$ cat src/rtl/lc4_seq_divider_pkg.sv
// Shared definitions for the LC4 sequential divider: state encodings and iteration sizing.
package lc4_seq_divider_pkg;

  localparam int unsigned DIV_W     = 16;
  localparam int unsigned DIV_ITERS = 16;
  localparam int unsigned CNT_W     = $clog2(DIV_ITERS);

  typedef enum logic [1:0] {
    S_IDLE = 2'd0,
    S_RUN  = 2'd1,
    S_DONE = 2'd2
  } div_state_e;

endpackage

$ cat src/rtl/cla16.sv
// 16-bit carry-lookahead adder: four 4-bit lookahead groups with a group-carry chain.
module cla16 (
  input  logic [15:0] a,
  input  logic [15:0] b,
  input  logic        cin,
  output logic [15:0] s
);

  logic [15:0] g;
  logic [15:0] p;
  logic [15:0] c;
  logic [2:0]  gg;
  logic [2:0]  gp;
  logic [3:0]  gc;

  always_comb begin
    g  = a & b;
    p  = a ^ b;
    gg = '0;
    gp = '0;
    gc = '0;
    c  = '0;
    // group generate/propagate; the top group never feeds a carry onward
    for (int k = 0; k < 3; k++) begin
      gg[k] = g[4*k+3]
            | (p[4*k+3] & g[4*k+2])
            | (p[4*k+3] & p[4*k+2] & g[4*k+1])
            | (p[4*k+3] & p[4*k+2] & p[4*k+1] & g[4*k]);
      gp[k] = &p[4*k +: 4];
    end
    gc[0] = cin;
    for (int k = 0; k < 3; k++) begin
      gc[k+1] = gg[k] | (gp[k] & gc[k]);
    end
    for (int k = 0; k < 4; k++) begin
      c[4*k] = gc[k];
      for (int i = 0; i < 3; i++) begin
        c[4*k+i+1] = g[4*k+i] | (p[4*k+i] & c[4*k+i]);
      end
    end
    s = p ^ c;
  end

endmodule

$ cat src/rtl/lc4_seq_divider.sv
// Multi-cycle restoring 16-bit unsigned divider (LC4 DIV/MOD), one quotient bit per clock.
module lc4_seq_divider
  import lc4_seq_divider_pkg::*;
#(
  parameter int unsigned WIDTH = 16
) (
  input  logic             clk,
  input  logic             rst,
  input  logic             i_valid,
  output logic             o_ready,
  input  logic [WIDTH-1:0] i_dividend,
  input  logic [WIDTH-1:0] i_divisor,
  output logic             o_valid,
  output logic [WIDTH-1:0] o_quotient,
  output logic [WIDTH-1:0] o_remainder
);

  // The subtractor is a fixed 16-bit cla16, so no other width can work.
  if (WIDTH != DIV_W) begin : g_width_check
    $error("lc4_seq_divider supports only WIDTH=16");
  end

  div_state_e       state;
  div_state_e       state_nxt;
  logic [WIDTH-1:0] divisor_q;
  logic [WIDTH-1:0] rem_q;
  logic [WIDTH-1:0] quo_q;
  logic [CNT_W-1:0] count_q;

  logic             accept_c;
  logic             last_iter_c;
  logic             msb_c;
  logic [WIDTH-1:0] sh_c;
  logic [WIDTH-1:0] nb_c;
  logic [WIDTH-1:0] diff_c;
  logic             c15_c;
  logic             cout_c;
  logic             take_c;
  logic [WIDTH-1:0] rem_nxt_c;
  logic [WIDTH-1:0] quo_nxt_c;

  assign o_ready     = (state == S_IDLE);
  assign o_valid     = (state == S_DONE);
  assign accept_c    = i_valid & o_ready;
  assign last_iter_c = (count_q == CNT_W'(DIV_ITERS - 1));

  // Trial subtraction sh - divisor as sh + ~divisor + 1.
  cla16 u_sub (
    .a   (sh_c),
    .b   (nb_c),
    .cin (1'b1),
    .s   (diff_c)
  );

  // One restoring step; carry-out is rebuilt from bit 15 since cla16 does not export it.
  always_comb begin
    msb_c     = rem_q[WIDTH-1];
    sh_c      = {rem_q[WIDTH-2:0], quo_q[WIDTH-1]};
    nb_c      = ~divisor_q;
    c15_c     = diff_c[WIDTH-1] ^ sh_c[WIDTH-1] ^ nb_c[WIDTH-1];
    cout_c    = (sh_c[WIDTH-1] & nb_c[WIDTH-1]) | ((sh_c[WIDTH-1] | nb_c[WIDTH-1]) & c15_c);
    take_c    = msb_c | cout_c;
    rem_nxt_c = take_c ? diff_c : sh_c;
    quo_nxt_c = {quo_q[WIDTH-2:0], take_c};
  end

  always_ff @(posedge clk or posedge rst) begin
    if (rst) begin
      state <= S_IDLE;
    end else begin
      state <= state_nxt;
    end
  end

  always_comb begin
    state_nxt = state;
    case (state)
      S_IDLE: begin
        if (accept_c) begin
          state_nxt = (i_divisor == '0) ? S_DONE : S_RUN;
        end
      end
      S_RUN: begin
        if (last_iter_c) begin
          state_nxt = S_DONE;
        end
      end
      S_DONE:  state_nxt = S_IDLE;
      default: state_nxt = S_IDLE;
    endcase
  end

  // Datapath: load on accept, iterate in RUN, publish results on the final iteration.
  always_ff @(posedge clk or posedge rst) begin
    if (rst) begin
      divisor_q   <= '0;
      rem_q       <= '0;
      quo_q       <= '0;
      count_q     <= '0;
      o_quotient  <= '0;
      o_remainder <= '0;
    end else if (accept_c) begin
      divisor_q <= i_divisor;
      rem_q     <= '0;
      quo_q     <= i_dividend;
      count_q   <= '0;
      if (i_divisor == '0) begin
        o_quotient  <= '0;
        o_remainder <= '0;
      end
    end else if (state == S_RUN) begin
      rem_q   <= rem_nxt_c;
      quo_q   <= quo_nxt_c;
      count_q <= CNT_W'(count_q + CNT_W'(1));
      if (last_iter_c) begin
        o_quotient  <= quo_nxt_c;
        o_remainder <= rem_nxt_c;
      end
    end
  end

endmodule

$ cat config.mk
export PLATFORM = sky130hd
export DESIGN_NAME = lc4_seq_divider
export DESIGN_NICKNAME = d
export VERILOG_FILES = /design/src/rtl/lc4_seq_divider_pkg.sv /design/src/rtl/cla16.sv /design/src/rtl/lc4_seq_divider.sv
export SDC_FILE = /design/constraint.sdc
export NUM_CORES = 1
export LEC_CHECK = 0
export CELL_PAD_IN_SITES_DETAIL_PLACEMENT = 0
export CELL_PAD_IN_SITES_GLOBAL_PLACEMENT = 1
export CORE_MARGIN = 4
export CORE_UTILIZATION = 43
export CTS_BUF_LIST = sky130_fd_sc_hd__clkbuf_8
export DETAILED_ROUTE_END_ITERATION = 10
export PLACE_DENSITY = 0.79
export SYNTH_ARGS = -nofsm -noshare
export SYNTH_HDL_FRONTEND = slang
export SYNTH_SLANG_ARGS = --single-unit
$ cat constraint.sdc
create_clock -name clk -period 4.05 [get_ports clk]
set_clock_uncertainty 0.2 [all_clocks]
set_input_delay 0.405 -clock clk [delete_from_list [all_inputs] [get_ports clk]]
set_output_delay 0.405 -clock clk [all_outputs]
set_load 0.1 [all_outputs]
After elaboration in Yosys (flattened, before gate mapping) --
Index checks and enable logic that the tools add are counted.
Storage, ports and cells: register bits 86, input bits 35, logic and storage cells 105
Operators by class: add/sub/neg operators 1, eq/ne operators 6, muxes and demuxes 18, bitwise operators 64, reduce and logical (&&, ||, !) cells 9
Operators by type and width (number):
- 2-to-1 mux 16 bit | 12
- XOR 16 bit | 2
- AND 1 bit | 31
- bitwise OR 1 bit | 27
- logical NOT 16 bit | 1
- inverter 16 bit | 1
- AND 15 bit | 1
- AND reduction 4 bit | 3
- 2-to-1 mux 4 bit | 2
- 2-to-1 mux 2 bit | 3
- adder 4 x 1 -> 4 bit, second input constant | 1
- equality test 4 bit, second input constant | 1
- inequality test 2 x 1 -> 1 bit, second input constant | 2
- one-hot mux 2 bit (2 select lines) | 1
- nonzero test 2 bit | 2
- AND reduction 3 bit | 1
- equality test 2 x 1 -> 1 bit, second input constant | 1
- equality test 2 bit, second input constant | 1
- logical NOT 2 bit | 1
- inequality test 2 bit, second input constant | 1
- AND reduction 2 bit | 1
- XOR 1 bit | 2

Depth between registers and ports, before layout --
word-level depth 27, depth in mapped cells 14, gate-level depth less buffers 13

Hierarchy --
A second synthesis with hierarchy kept.
Unflattened totals: cells, all modules 380, area, all modules 4204.0 um2
Modules (own cells, without submodules):
- lc4_seq_divider | instances 1, cells an instance 318, area each 3599.7 um2, sequential area each 2152.1 um2
- cla16 | instances 1, cells an instance 62, area each 604.3 um2, sequential area each 0.0 um2

Worst setup path before layout --
Ideal clock, no wire load.
kind register to register, from register divisor_q[1], to register o_remainder[0], library setup time 0.082 ns, arrival 3.379 ns, setup slack 0.389 ns, stages on the path, launching flop included 15, clock period less this slack 3.661 ns, cells stage by stage dfrtp_1 -> inv_1 -> ha_1 -> o21ai_0 -> a221oi_1 -> or4_1 -> nand2_1 -> fa_1 -> fa_1 -> fa_1 -> o21bai_1 -> a21oi_4 -> buf_6 -> mux2_4 -> o22ai_2
On the way: longest elaborated chain between the ends 26
Ends and longest elaborated chain:
- from (decl) | RTL line lc4_seq_divider.sv:25 | logic [WIDTH-1:0] divisor_q;
- from (signal assigned) | RTL line lc4_seq_divider.sv:103 | divisor_q <= i_divisor;
- inverter 16 bit (*) | RTL line lc4_seq_divider.sv:59 | nb_c = ~divisor_q;
- AND 15 bit / XOR 16 bit (equally long branches) | RTL line cla16.sv:17, cla16.sv:18
- AND 1 bit (on tied branches) | RTL line cla16.sv:27, cla16.sv:28
- bitwise OR 1 bit / AND 1 bit (equally long branches) | RTL line cla16.sv:27, cla16.sv:28
- bitwise OR 1 bit | RTL line cla16.sv:28 | | (p[4*k+3] & p[4*k+2] & p[4*k+1] & g[4*k]);
- bitwise OR 1 bit (*) | RTL line cla16.sv:33 | gc[k+1] = gg[k] | (gp[k] & gc[k]);
- AND 1 bit (*) | RTL line cla16.sv:33
- bitwise OR 1 bit (*) | RTL line cla16.sv:33
- (+9 left out)
- XOR 1 bit (*) (2 in series) | RTL line lc4_seq_divider.sv:60 | c15_c = diff_c[WIDTH-1] ^ sh_c[WIDTH-1] ^ nb_c[WIDTH-1];
- AND 1 bit (*) | RTL line lc4_seq_divider.sv:61 | cout_c = (sh_c[WIDTH-1] & nb_c[WIDTH-1]) | ((sh_c[WIDTH-1] | nb_c[WIDTH-1]) & c15_c);
- bitwise OR 1 bit (*) | RTL line lc4_seq_divider.sv:61
- bitwise OR 1 bit (*) | RTL line lc4_seq_divider.sv:62 | take_c = msb_c | cout_c;
- 2-to-1 mux 16 bit (*) | RTL line lc4_seq_divider.sv:63 | rem_nxt_c = take_c ? diff_c : sh_c;
- 2-to-1 mux 16 bit (*) | RTL line lc4_seq_divider.sv:115 | if (last_iter_c) begin
- 2-to-1 mux 16 bit (*) | RTL line lc4_seq_divider.sv:111 | end else if (state == S_RUN) begin
- 2-to-1 mux 16 bit (*) | RTL line lc4_seq_divider.sv:102 | end else if (accept_c) begin
- to (signal assigned) | RTL line lc4_seq_divider.sv:117 | o_remainder <= rem_nxt_c;
- to (decl) | RTL line lc4_seq_divider.sv:15 | output logic [WIDTH-1:0] o_remainder
Every way passes the cells marked *; elsewhere a longest branch is shown, timed or not. The select of a mux whose other input is x is not followed. A chain may end at the register's enable or synchronous reset.

Worst setup path after layout --
from register divisor_q[0], to register o_remainder[0]
On the way: longest elaborated chain between the ends 25
Ends and longest elaborated chain:
- inverter 16 bit (*) | RTL line lc4_seq_divider.sv:59
- AND 15 bit | RTL line cla16.sv:17 | g = a & b;
- AND 1 bit | RTL line cla16.sv:28
- bitwise OR 1 bit | RTL line cla16.sv:28
- bitwise OR 1 bit | RTL line cla16.sv:33
- AND 1 bit | RTL line cla16.sv:33
- bitwise OR 1 bit | RTL line cla16.sv:33
- AND 1 bit | RTL line cla16.sv:33
- (+8 left out)
- XOR 1 bit (2 in series) | RTL line lc4_seq_divider.sv:60
- AND 1 bit | RTL line lc4_seq_divider.sv:61
- bitwise OR 1 bit | RTL line lc4_seq_divider.sv:61
- bitwise OR 1 bit | RTL line lc4_seq_divider.sv:62
- 2-to-1 mux 16 bit (*) | RTL line lc4_seq_divider.sv:63
- 2-to-1 mux 16 bit (*) | RTL line lc4_seq_divider.sv:115
- 2-to-1 mux 16 bit (*) | RTL line lc4_seq_divider.sv:111
- 2-to-1 mux 16 bit (*) | RTL line lc4_seq_divider.sv:102
Marks and branches as above.

==> metrics <==
share of cells above drive strength 1 12.9%; #FFs+latches synth 86; initial antenna violation count 0; critical path, cell by cell inv_1 -> ha_1 -> o21ai_1 -> a221oi_2 -> or4_1 -> nand2_1 -> fa_1 -> fa_1 -> fa_2 -> o21bai_4 -> a21oi_4 -> buf_12 -> mux2_4 -> o22ai_2; TritonCTS clock tree done; Max Clock Freq 254 MHz; min cycle time layout 3.93 ns; CP arrival 4.00 ns; GRT Total Usage 18.9%; clk sinks 86; DR pass1 iterations 4; register area share after synthesis 51.1%; XOR/XNOR Fraction of Synth Area 0.832%; average wire per standard cell 17.0 µm; Post-Synth Adder-Cell Area 9.39%; first-pass GRT wire length 17000 µm; multiplexer area fraction after synthesis 4.64%; post-synth top area share 51.1%; final RePlAce weighted congestion 0.791; fin util 56.3%; Hold Crit Class primary input to async pin; highest metal used met4; Post-Syn Area per Cell 10.8 µm²; Buffers on Ports 68; CP max FO 7; Hold Buf Count CTS 0; Initial DRC Count 102; largest family of logic cells by synthesized area compound AO/OA/AOI/OAI gates; gate count of the mapped netlist 391; endpoints failing hold 0; Worst-Margin Slew 0.981 ns; headroom to the max-slew limit 34.4%; most frequent CP cell fa_1; num rows 35; Synth cell types 43; Die X 107 µm; Post-synth EDFFs 0; final WL 10100 µm; die area 11400 µm²; most frequent cell after synthesis dfrtp_1; Crit path largest cell delay 0.40 ns; initial core utilization 44.9%; WS Path Type flip-flop to flip-flop; top cells by area, synth dfrtp_1 51%, nand2_1 5.6%, fa_1 5.2%, ha_1 4.2%, o21ai_0 3.9%; MaxCap Viol Count 0; Ys Warns 0; Vias 3144; CP Capture Type flip-flop; ys flop type dfrtp_1; dpl hpwl 6680 µm; CTS buffer count 9; Reg clk slew, reported paths 0.10 ns; top post-synthesis cells by count 86 x dfrtp_1, 63 x nand2_1, 41 x inv_1, 33 x o21ai_0, 18 x nand3_1; M1 WL 4710 µm; status finished clean; Synthesized Nets 451; number of diodes 0; Die Height 107 µm; WL met2 4850 µm; vias in the first global route 3278; CTS root buf clkbuf_8; Tcrit/Tclk final 97.0%; drt drc 0; CTS Buffer Depth 2; worst-skew pair later-pin latency 0.36 ns; CP required 4.12 ns; Post-synth ARST share 100%; FF+latch area 2150 µm²; H-tree level count 3; area leader, netlist dfrtp_1; post-route cell area 5280 µm²; Final ANT Viol Nets 0; placed cell areas 4990 µm²; slowest CP cell fa_1; grt total ovfl 0; Vias/cell 5.29; area of the multi-input gates 1850 µm²; WL met3 377 µm; largest net degree at the start of global routing 50; post-route setup slack 0.120 ns; core area 9370 µm²; Placement Setup Slack -0.0112 ns; startpoint types flip-flop; filler instances 863; Simple-Gate Fraction of Synth Area 11.1%; number of setup violations in the final report 0; P&R area growth vs syn 25.4%; area of the mapped netlist 4210 µm²; Top Ports 69; nets 520; Compound-Gate Fraction of Synth Area 16.5%; Final Max Slew Viols 0
-- metrics by stage --
stage                     TNS, ns  instances  hold slack (ns)
after floorplan                 0        391            0.257
after global placement          0        574            0.276
after detailed placement  -0.0112        574            0.284
after CTS                       0        591            0.287
after global routing      -0.0151        594            0.330
final                           0        594            0.282
-- final cells by class --
| cell class | instances | share of cell area [%] |
|---|---|---|
| flip-flops and latches | 86 | 40.8 |
| multi-input cells | 245 | 35.0 |
| repair buffers | 76 | 14.3 |
| well taps | 129 | 3.06 |
| inverters | 42 | 3.01 |
| clock buffers | 9 | 2.35 |
| clock inverters | 7 | 1.52 |
-- state kept, by name, summed over array words and instances, names as in the netlist --
name,count
quo_q,16
o_quotient,16
rem_q,16
o_remainder,16
state,2
divisor_q,16
count_q,4
-- repair_timing --
action | in CTS | in global routing
buffers inserted | 0 | 2
endpoints found under the hold margin | 0 | 0
cloned | 1 | 1
pin swaps | 1 | 4
setup endpoints to repair | 1 | 27
gates resized for setup | 1 | 7
-- cells by family (layout without fill, tap and decap cells) --
family          count (synthesis)  in the layout
simple gates                  103            103
buf+inv                        62            134
mux                            16             16
flops                          86             86
compound gates                 95             97
xor+xnor                        4              4
fa+ha+maj                      25             25
-- per-layer routing --
metal  GRT usage [%]  vias up
li1                -     1490
met1            26.8     1573
met2            30.1       70
met3            2.53       11
met4            6.58        0
met5               0        -
-- placed cells by master (no fill, tap or decap), types with 3 or more instances in the layout --
master,n
mux2_4,5
ha_1,14
nand3_1,18
dfrtp_1,86
a21oi_4,4
nor4_1,4
a22o_1,16
o22ai_2,9
o22ai_1,6
inv_6,3
o21ai_1,5
o21ai_0,32
mux2_2,8
clkdlybuf4s50_1,68
nand2_1,62
fa_1,10
a21oi_1,3
nor2_1,5
clkbuf_8,9
xnor2_1,3
mux2i_1,3
buf_4,7
a22oi_1,15
inv_1,40
-- path summary, 6_finish.rpt --
path	start	endpoint	slack (ns)	cells after the start
max in group asynchronous	rst	divisor_q[7]	2.58	3
min in group clk	count_q[3]	count_q[3]	0.30	1
setup / recovery	divisor_q[0]	o_remainder[0]	0.12	14
setup reg to reg	divisor_q[0]	o_remainder[0]	0.12	14
hold reg to reg	count_q[3]	count_q[3]	0.30	1
hold / removal	rst	o_quotient[2]	0.28	2
-- critical path, delay by kind of cell, from the launching register on --
kind                     cells  cell delay, ns
AO/OA/AOI/OAI                5            1.01
adder cells (fa/ha/maj)      4            1.49
buffers and inverters        2            0.23
flip-flops                   1            0.36
multiplexers                 1            0.31
AND/OR/NAND/NOR              2            0.25
Power is left out: the tool's default activity adds up to more than one toggle a clock period on the data nets, which glitch-free logic cannot reach.
